### src/rtl/nvme_sq_doorbell_arb_if.sv
`default_nettype none
// +-----------------------------------------------------------------------------+
// | nvme_sq_doorbell_arb_if : AXI-Lite doorbell write channel toward NVMe BAR   |
// | Revision 1.0                                                                |
// +-----------------------------------------------------------------------------+
interface nvme_sq_doorbell_arb_if #(
  parameter int NL_ADDR_WIDTH = 32,
  parameter int NL_DATA_WIDTH = 32
);
  logic [NL_ADDR_WIDTH-1:0]   nl_awaddr;
  logic                       nl_awvalid;
  logic                       nl_awready;
  logic [NL_DATA_WIDTH-1:0]   nl_wdata;
  logic [NL_DATA_WIDTH/8-1:0] nl_wstrb;
  logic                       nl_wvalid;
  logic                       nl_wready;
  logic [1:0]                 nl_bresp;
  logic                       nl_bvalid;
  logic                       nl_bready;

  modport master (
    output nl_awaddr, nl_awvalid, nl_wdata, nl_wstrb, nl_wvalid, nl_bready,
    input  nl_awready, nl_wready, nl_bresp, nl_bvalid
  );

  modport slave (
    input  nl_awaddr, nl_awvalid, nl_wdata, nl_wstrb, nl_wvalid, nl_bready,
    output nl_awready, nl_wready, nl_bresp, nl_bvalid
  );
endinterface
`default_nettype wire

### src/rtl/nvme_sq_doorbell_arb.sv
`default_nettype none
// +-----------------------------------------------------------------------------+
// | nvme_sq_doorbell_arb : coalescing multi-queue SQ tail doorbell, RR arbiter  |
// | Revision 1.0                                                                |
// +-----------------------------------------------------------------------------+
module nvme_sq_doorbell_arb #(
  parameter int                       NUM_Q         = 4,
  parameter int                       QID_WIDTH     = 2,
  parameter int                       SQ_ADDR_WIDTH = 9,
  parameter int                       NL_ADDR_WIDTH = 32,
  parameter int                       NL_DATA_WIDTH = 32,
  parameter logic [NL_ADDR_WIDTH-1:0] DB_BASE       = 32'h0000_1000,
  parameter int                       DSTRD         = 0
) (
  input  logic                     clk,
  input  logic                     rst,
  input  logic                     en_i,
  input  logic                     upd_valid_i,
  input  logic [QID_WIDTH-1:0]     upd_qid_i,
  input  logic [SQ_ADDR_WIDTH-1:0] upd_tail_i,
  nvme_sq_doorbell_arb_if.master   nl,
  output logic [NUM_Q-1:0]         pending_o,
  output logic                     busy_o,
  output logic [15:0]              err_cnt_o,
  output logic [QID_WIDTH-1:0]     err_qid_o
);

  typedef enum logic [1:0] {
    IDLE = 2'd0,
    XFER = 2'd1,
    RESP = 2'd2
  } state_t;

  state_t                   state_q;
  logic [QID_WIDTH-1:0]     rr_ptr_q;
  logic [NUM_Q-1:0]         pending_q;
  logic [NUM_Q-1:0]         pending_d;
  logic [SQ_ADDR_WIDTH-1:0] tail_q [NUM_Q];
  logic [QID_WIDTH-1:0]     gnt_qid_q;
  logic [NL_ADDR_WIDTH-1:0] awaddr_q;
  logic [NL_DATA_WIDTH-1:0] wdata_q;
  logic                     awvalid_q;
  logic                     wvalid_q;
  logic                     bready_q;
  logic                     busy_q;
  logic [15:0]              err_cnt_q;
  logic [QID_WIDTH-1:0]     err_qid_q;

  int                       w_idx;
  logic                     w_found;
  logic                     w_grant;
  logic [QID_WIDTH-1:0]     w_gnt_qid;
  logic [QID_WIDTH-1:0]     w_rr_next;
  logic [SQ_ADDR_WIDTH-1:0] w_gnt_tail;
  logic [NL_ADDR_WIDTH-1:0] w_awaddr;

  // Wrap-around search for the first pending queue at or after rr_ptr.
  always_comb begin
    w_idx      = 0;
    w_found    = 1'b0;
    w_gnt_qid  = '0;
    w_gnt_tail = '0;
    for (int k = 0; k < NUM_Q; k++) begin
      w_idx = int'(rr_ptr_q) + k;
      if (w_idx >= NUM_Q) begin
        w_idx = w_idx - NUM_Q;
      end
      if (!w_found && pending_q[QID_WIDTH'(w_idx)]) begin
        w_found   = 1'b1;
        w_gnt_qid = QID_WIDTH'(w_idx);
      end
    end
    for (int i = 0; i < NUM_Q; i++) begin
      if (w_gnt_qid == QID_WIDTH'(i)) begin
        w_gnt_tail = tail_q[i];
      end
    end
    w_grant   = (state_q == IDLE) && en_i && w_found;
    w_rr_next = (w_gnt_qid == QID_WIDTH'(NUM_Q - 1)) ? '0 : w_gnt_qid + 1'b1;
    w_awaddr  = DB_BASE + (NL_ADDR_WIDTH'(w_gnt_qid) << (DSTRD + 3));
  end

  // A fresh update to the granted queue re-arms it even in the grant cycle.
  always_comb begin
    pending_d = pending_q;
    if (w_grant) begin
      pending_d[w_gnt_qid] = 1'b0;
    end
    for (int i = 0; i < NUM_Q; i++) begin
      if (upd_valid_i && (upd_qid_i == QID_WIDTH'(i))) begin
        pending_d[i] = 1'b1;
      end
    end
  end

  always_ff @(posedge clk or posedge rst) begin
    if (rst) begin
      state_q   <= IDLE;
      rr_ptr_q  <= '0;
      pending_q <= '0;
      for (int i = 0; i < NUM_Q; i++) begin
        tail_q[i] <= '0;
      end
      gnt_qid_q <= '0;
      awaddr_q  <= '0;
      wdata_q   <= '0;
      awvalid_q <= 1'b0;
      wvalid_q  <= 1'b0;
      bready_q  <= 1'b0;
      busy_q    <= 1'b0;
      err_cnt_q <= '0;
      err_qid_q <= '0;
    end else begin
      pending_q <= pending_d;
      for (int i = 0; i < NUM_Q; i++) begin
        if (upd_valid_i && (upd_qid_i == QID_WIDTH'(i))) begin
          tail_q[i] <= upd_tail_i;
        end
      end
      case (state_q)
        IDLE: begin
          if (w_grant) begin
            state_q   <= XFER;
            gnt_qid_q <= w_gnt_qid;
            rr_ptr_q  <= w_rr_next;
            awaddr_q  <= w_awaddr;
            wdata_q   <= NL_DATA_WIDTH'(w_gnt_tail);
            awvalid_q <= 1'b1;
            wvalid_q  <= 1'b1;
            busy_q    <= 1'b1;
          end
        end
        XFER: begin
          if (nl.nl_awready) begin
            awvalid_q <= 1'b0;
          end
          if (nl.nl_wready) begin
            wvalid_q <= 1'b0;
          end
          if ((!awvalid_q || nl.nl_awready) && (!wvalid_q || nl.nl_wready)) begin
            state_q  <= RESP;
            bready_q <= 1'b1;
          end
        end
        RESP: begin
          if (nl.nl_bvalid) begin
            state_q  <= IDLE;
            bready_q <= 1'b0;
            busy_q   <= 1'b0;
            if (nl.nl_bresp != 2'b00) begin
              err_qid_q <= gnt_qid_q;
              if (err_cnt_q != 16'hFFFF) begin
                err_cnt_q <= err_cnt_q + 16'd1;
              end
            end
          end
        end
        default: state_q <= IDLE;
      endcase
    end
  end

  assign nl.nl_awaddr  = awaddr_q;
  assign nl.nl_awvalid = awvalid_q;
  assign nl.nl_wdata   = wdata_q;
  assign nl.nl_wstrb   = '1;
  assign nl.nl_wvalid  = wvalid_q;
  assign nl.nl_bready  = bready_q;
  assign pending_o     = pending_q;
  assign busy_o        = busy_q;
  assign err_cnt_o     = err_cnt_q;
  assign err_qid_o     = err_qid_q;

endmodule
`default_nettype wire

### src/flat_wrapper.sv
// flat-port wrapper written by rule: the top's interface ports become plain ports
module nvme_sq_doorbell_arb_flat 
#(
  parameter int                       NUM_Q         = 4,
  parameter int                       QID_WIDTH     = 2,
  parameter int                       SQ_ADDR_WIDTH = 9,
  parameter int                       NL_ADDR_WIDTH = 32,
  parameter int                       NL_DATA_WIDTH = 32,
  parameter logic [NL_ADDR_WIDTH-1:0] DB_BASE       = 32'h0000_1000,
  parameter int                       DSTRD         = 0
)
  (clk, rst, en_i, upd_valid_i, upd_qid_i, upd_tail_i, pending_o, busy_o, err_cnt_o, err_qid_o, nl_nl_awaddr, nl_nl_awvalid, nl_nl_wdata, nl_nl_wstrb, nl_nl_wvalid, nl_nl_bready, nl_nl_awready, nl_nl_wready, nl_nl_bresp, nl_nl_bvalid);
  nvme_sq_doorbell_arb_if #(.NL_ADDR_WIDTH(NL_ADDR_WIDTH), .NL_DATA_WIDTH(NL_DATA_WIDTH)) nl_i ();
  input  logic clk;
  input  logic rst;
  input  logic en_i;
  input  logic upd_valid_i;
  input  logic [QID_WIDTH-1:0] upd_qid_i;
  input  logic [SQ_ADDR_WIDTH-1:0] upd_tail_i;
  output logic [NUM_Q-1:0] pending_o;
  output logic busy_o;
  output logic [15:0] err_cnt_o;
  output logic [QID_WIDTH-1:0] err_qid_o;
  output wire logic [$bits(nl_i.nl_awaddr)-1:0] nl_nl_awaddr;
  output wire logic [$bits(nl_i.nl_awvalid)-1:0] nl_nl_awvalid;
  output wire logic [$bits(nl_i.nl_wdata)-1:0] nl_nl_wdata;
  output wire logic [$bits(nl_i.nl_wstrb)-1:0] nl_nl_wstrb;
  output wire logic [$bits(nl_i.nl_wvalid)-1:0] nl_nl_wvalid;
  output wire logic [$bits(nl_i.nl_bready)-1:0] nl_nl_bready;
  input wire logic [$bits(nl_i.nl_awready)-1:0] nl_nl_awready;
  input wire logic [$bits(nl_i.nl_wready)-1:0] nl_nl_wready;
  input wire logic [$bits(nl_i.nl_bresp)-1:0] nl_nl_bresp;
  input wire logic [$bits(nl_i.nl_bvalid)-1:0] nl_nl_bvalid;
  assign nl_nl_awaddr = nl_i.nl_awaddr;
  assign nl_nl_awvalid = nl_i.nl_awvalid;
  assign nl_nl_wdata = nl_i.nl_wdata;
  assign nl_nl_wstrb = nl_i.nl_wstrb;
  assign nl_nl_wvalid = nl_i.nl_wvalid;
  assign nl_nl_bready = nl_i.nl_bready;
  assign nl_i.nl_awready = nl_nl_awready;
  assign nl_i.nl_wready = nl_nl_wready;
  assign nl_i.nl_bresp = nl_nl_bresp;
  assign nl_i.nl_bvalid = nl_nl_bvalid;
  nvme_sq_doorbell_arb #(.NUM_Q(NUM_Q), .QID_WIDTH(QID_WIDTH), .SQ_ADDR_WIDTH(SQ_ADDR_WIDTH), .NL_ADDR_WIDTH(NL_ADDR_WIDTH), .NL_DATA_WIDTH(NL_DATA_WIDTH), .DB_BASE(DB_BASE), .DSTRD(DSTRD)) u_core (.clk(clk), .rst(rst), .en_i(en_i), .upd_valid_i(upd_valid_i), .upd_qid_i(upd_qid_i), .upd_tail_i(upd_tail_i), .nl(nl_i), .pending_o(pending_o), .busy_o(busy_o), .err_cnt_o(err_cnt_o), .err_qid_o(err_qid_o));
endmodule
### config.mk
export PLATFORM = sky130hd
export DESIGN_NAME = nvme_sq_doorbell_arb_flat
export DESIGN_NICKNAME = d
export VERILOG_FILES = /design/src/rtl/nvme_sq_doorbell_arb_if.sv /design/src/rtl/nvme_sq_doorbell_arb.sv /design/src/flat_wrapper.sv
export SDC_FILE = /design/constraint.sdc
export NUM_CORES = 1
export LEC_CHECK = 0
export CAP_MARGIN = 20
export CORE_MARGIN = 5
export CORE_UTILIZATION = 47
export CTS_BUF_LIST = sky130_fd_sc_hd__clkbuf_8 sky130_fd_sc_hd__clkbuf_16
export CTS_CLUSTER_DIAMETER = 100
export DETAILED_ROUTE_END_ITERATION = 6
export GPL_TIMING_DRIVEN = 1
export PLACE_DENSITY = 0.88
export SKIP_CTS_REPAIR_TIMING = 1
export SYNTH_ARGS = -nofsm -noshare
export SYNTH_HDL_FRONTEND = slang
export SYNTH_SLANG_ARGS = --single-unit
export TNS_END_PERCENT = 50
### constraint.sdc
create_clock -name clk -period 3.95 [get_ports clk]
set_clock_uncertainty 0.1 [all_clocks]
set_input_delay 0.9875 -clock clk [delete_from_list [all_inputs] [get_ports clk]]
set_output_delay 0.9875 -clock clk [all_outputs]
set_load 0.01 [all_outputs]
==> summary.txt <==
Hold Crit Start: u_core.nl.nl_awaddr[12]
Post-synthesis mux area share: 11.9%
Total of max-cap violations: 0
Dpl cell area: 4370 µm²
Final number of hold-violating endpoints: 0
Std-Cell Rows: 33
Critical path, cell by cell: o21ai_0, a221oi_1, inv_1, ha_1, nor2b_1, a221o_1, o211ai_1, a21oi_1
Starting DRC count in detailed routing: 128
Routability cong.: 0.744
Max IR drop VDD: 0.000401 V
Core area: 8180 µm²
Worst-Skew Late Latency: 0.35 ns
Clock Pin Slew Worst Setup and Hold Paths: 0.08 ns
Startpoint Class: flop
Initial antenna violation count: 0
Relative slew slack: 49.1%
Period utilization: 73.3%
Fillers: 705
Main combinational cell family by area after synthesis: buffers and inverters
Compound-Gate Fraction of Synth Area: 9.89%
Number of global-route vias before repair: 2651
Layout cells sized above 1: 15.3%
Post-Synth Adder-Cell Area: 1.60%
PwrDens: 681 nW/µm²
Clock buffer depth: 2
Min Tclk post-route: 2.90 ns
Setup TNS: 0 ns
Max stage delay on crit path: 0.55 ns
Post-synth top cells: 78 x dfrtp_1, 56 x buf_4, 39 x mux2_2
Final net count: 439
First-pass GRT wire length: 13.2 mm
Post-synth EDFFs: 0
Worst Setup End Kind: flop
Unrepaired setup endpoints after global routing: no
Synth cell types: 44
Root buf cell: clkbuf_8
GRT overflow: 0
Wirelength, routed: 8.25 mm
Synth Area per Inst: 10.9 µm²
Synth Flop Type: dfrtp_1
Via density: 5.20
TritonCTS Sinks: 78
Most numerous cell in the Yosys netlist: dfrtp_1
CTS H-tree depth: 3
DIE AREA: 10200 µm²
Finished Cell Area: 4570 µm²
Simple-gate area share of the yosys netlist: 10.1%
Yosys warns: 0
Antenna fix cells: 0
Io pins: 114
Worst Hold Class: reg -> reg
Top cell type's share of synthesized area: 49.9%
Routed len/inst: 15.8 µm
Cell leakage power: 2.03 nW
Reg-to-reg startpoint: u_core.rr_ptr_q[1]
WS Path Type: reg -> reg
Final ANT Viol Nets: 0
Hpwl dp: 6.02 mm
Crit path max-delay cell type: a221oi_1
Worst Path Arrival: 3.06 ns
Xor and xnor area share after synthesis: 3.36%
Synth async-reset ratio: 100%
Setup-failing EPs final: 0
Area delta synth->final: 17.0%
Sequential-to-total area share from yosys stat: 49.9%
Crit path from: u_core.rr_ptr_q[1]
Peak fanout along the critical path: 12
Gr usage total: 16.5%
Seq cells post-synth: 78
Port buffer count: 57
Pre-antenna DRT Iters: 4
Pins Over Slew Limit: 0
CTS buffer count: 9
Post-Synthesis Cell Area: 3910 µm²
Top cells by area, synth: dfrtp_1 50%, mux2_2 11%, buf_4 11%
Pin slew with the least headroom to its limit: 0.762 ns
Largest net degree at the start of global routing: 39
Cells after Synth: 357
Synth area leader: dfrtp_1
Status: finished, final reports clean
Die height: 101 µm
CTS tree: done
Residual DRC count: 0
Initial core utilization: 47.8%
DR vias: 2724
Die width: 101 µm
Worst path required time: 4.11 ns
Fmax: 345 MHz
[registers in the layout, summed over array words and instances, names as in the netlist]
signal                count
u_core.tail_q            36
u_core.err_cnt_o         16
u_core.nl.nl_wdata        9
u_core.pending_o          4
u_core.err_qid_o          2
u_core.nl.nl_awaddr       2
u_core.rr_ptr_q           2
u_core.state_q            2
u_core.busy_o             1
u_core.gnt_qid_q          1
u_core.nl.nl_awvalid      1
u_core.nl.nl_bready       1
u_core.nl.nl_wvalid       1
[report_power, final]
part	internal [W]	switching, W
Sequential	0.00101	0.000188
Combinational	0.000637	0.000676
Clock	0.000307	0.000291
[worst paths after layout]
check                           slack [ns]                 endpoint  cells after the start
worst max-delay path                  1.05    u_core.nl.nl_wdata[8]                      8
min in group asynchronous             1.00        u_core.tail_q[35]                      2
worst max register to register        1.05    u_core.nl.nl_wdata[8]                      8
max in group asynchronous             1.97        u_core.state_q[0]                      3
worst min-delay path                  0.38  u_core.nl.nl_awaddr[12]                      1
worst min register to register        0.38  u_core.nl.nl_awaddr[12]                      1
[cells in the final DEF (no fill, tap or decap), drive strengths merged, types with 8 or more instances in the layout]
cell type / netlist / final
clkdlybuf4s50: 0 / 57
xnor2: 8 / 8
dfrtp: 78 / 78
o21ai: 11 / 11
nor2: 18 / 18
a221o: 8 / 8
a21oi: 23 / 23
o211ai: 8 / 8
inv: 8 / 9
mux2: 40 / 40
clkbuf: 10 / 10
nand2: 19 / 19
conb: 2 / 56
[kinds of logic after synthesis]
family,after synthesis
buf+inv,79
flops,78
simple gates,77
compound gates,60
mux,41
xor+xnor,15
fa+ha+maj,5
other cells,2
[area by class of cell]
class	count	area [µm²]	area share, %
Clock buffer	10	138	3.01
Clock inverter	6	62.6	1.37
Inverter	10	37.5	0.821
Multi-Input combinational cell	254	1650	36.1
Sequential cell	78	1950	42.7
Tap cell	105	131	2.87
Timing Repair Buffer	61	601	13.1
[critical path: cells and delay by family (launching register included)]
family | cells | cell delay (ns)
compound gates | 5 | 1.16
simple gates | 1 | 0.55
flops | 1 | 0.48
fa+ha+maj | 1 | 0.38
buf+inv | 1 | 0.14
[layer usage]
layer	share of wire (%)	wire length, µm	GRT usage [%]
met5	0	0	0
met4	0.97	80	4.81
met3	8.4	691	4.48
met2	51	4180	27.8
met1	40	3300	20.8
[stage by stage]
stage / cells / setup slack [ns] / power, W / utilization, % / hold slack, ns
after floorplan: 411 / 0.867 / 0.00206 / - / 0.379
after global placement: 508 / 1.16 / 0.00247 / 53.5 / 0.350
after detailed placement: 508 / 1.07 / 0.00253 / 53.5 / 0.360
after CTS: 524 / 1.04 / 0.00314 / 55.9 / 0.387
after global routing: 524 / 0.833 / 0.00333 / 55.9 / 0.428
final: 524 / 1.05 / 0.00311 / 55.9 / 0.381
(Power assumes the default switching activity.)
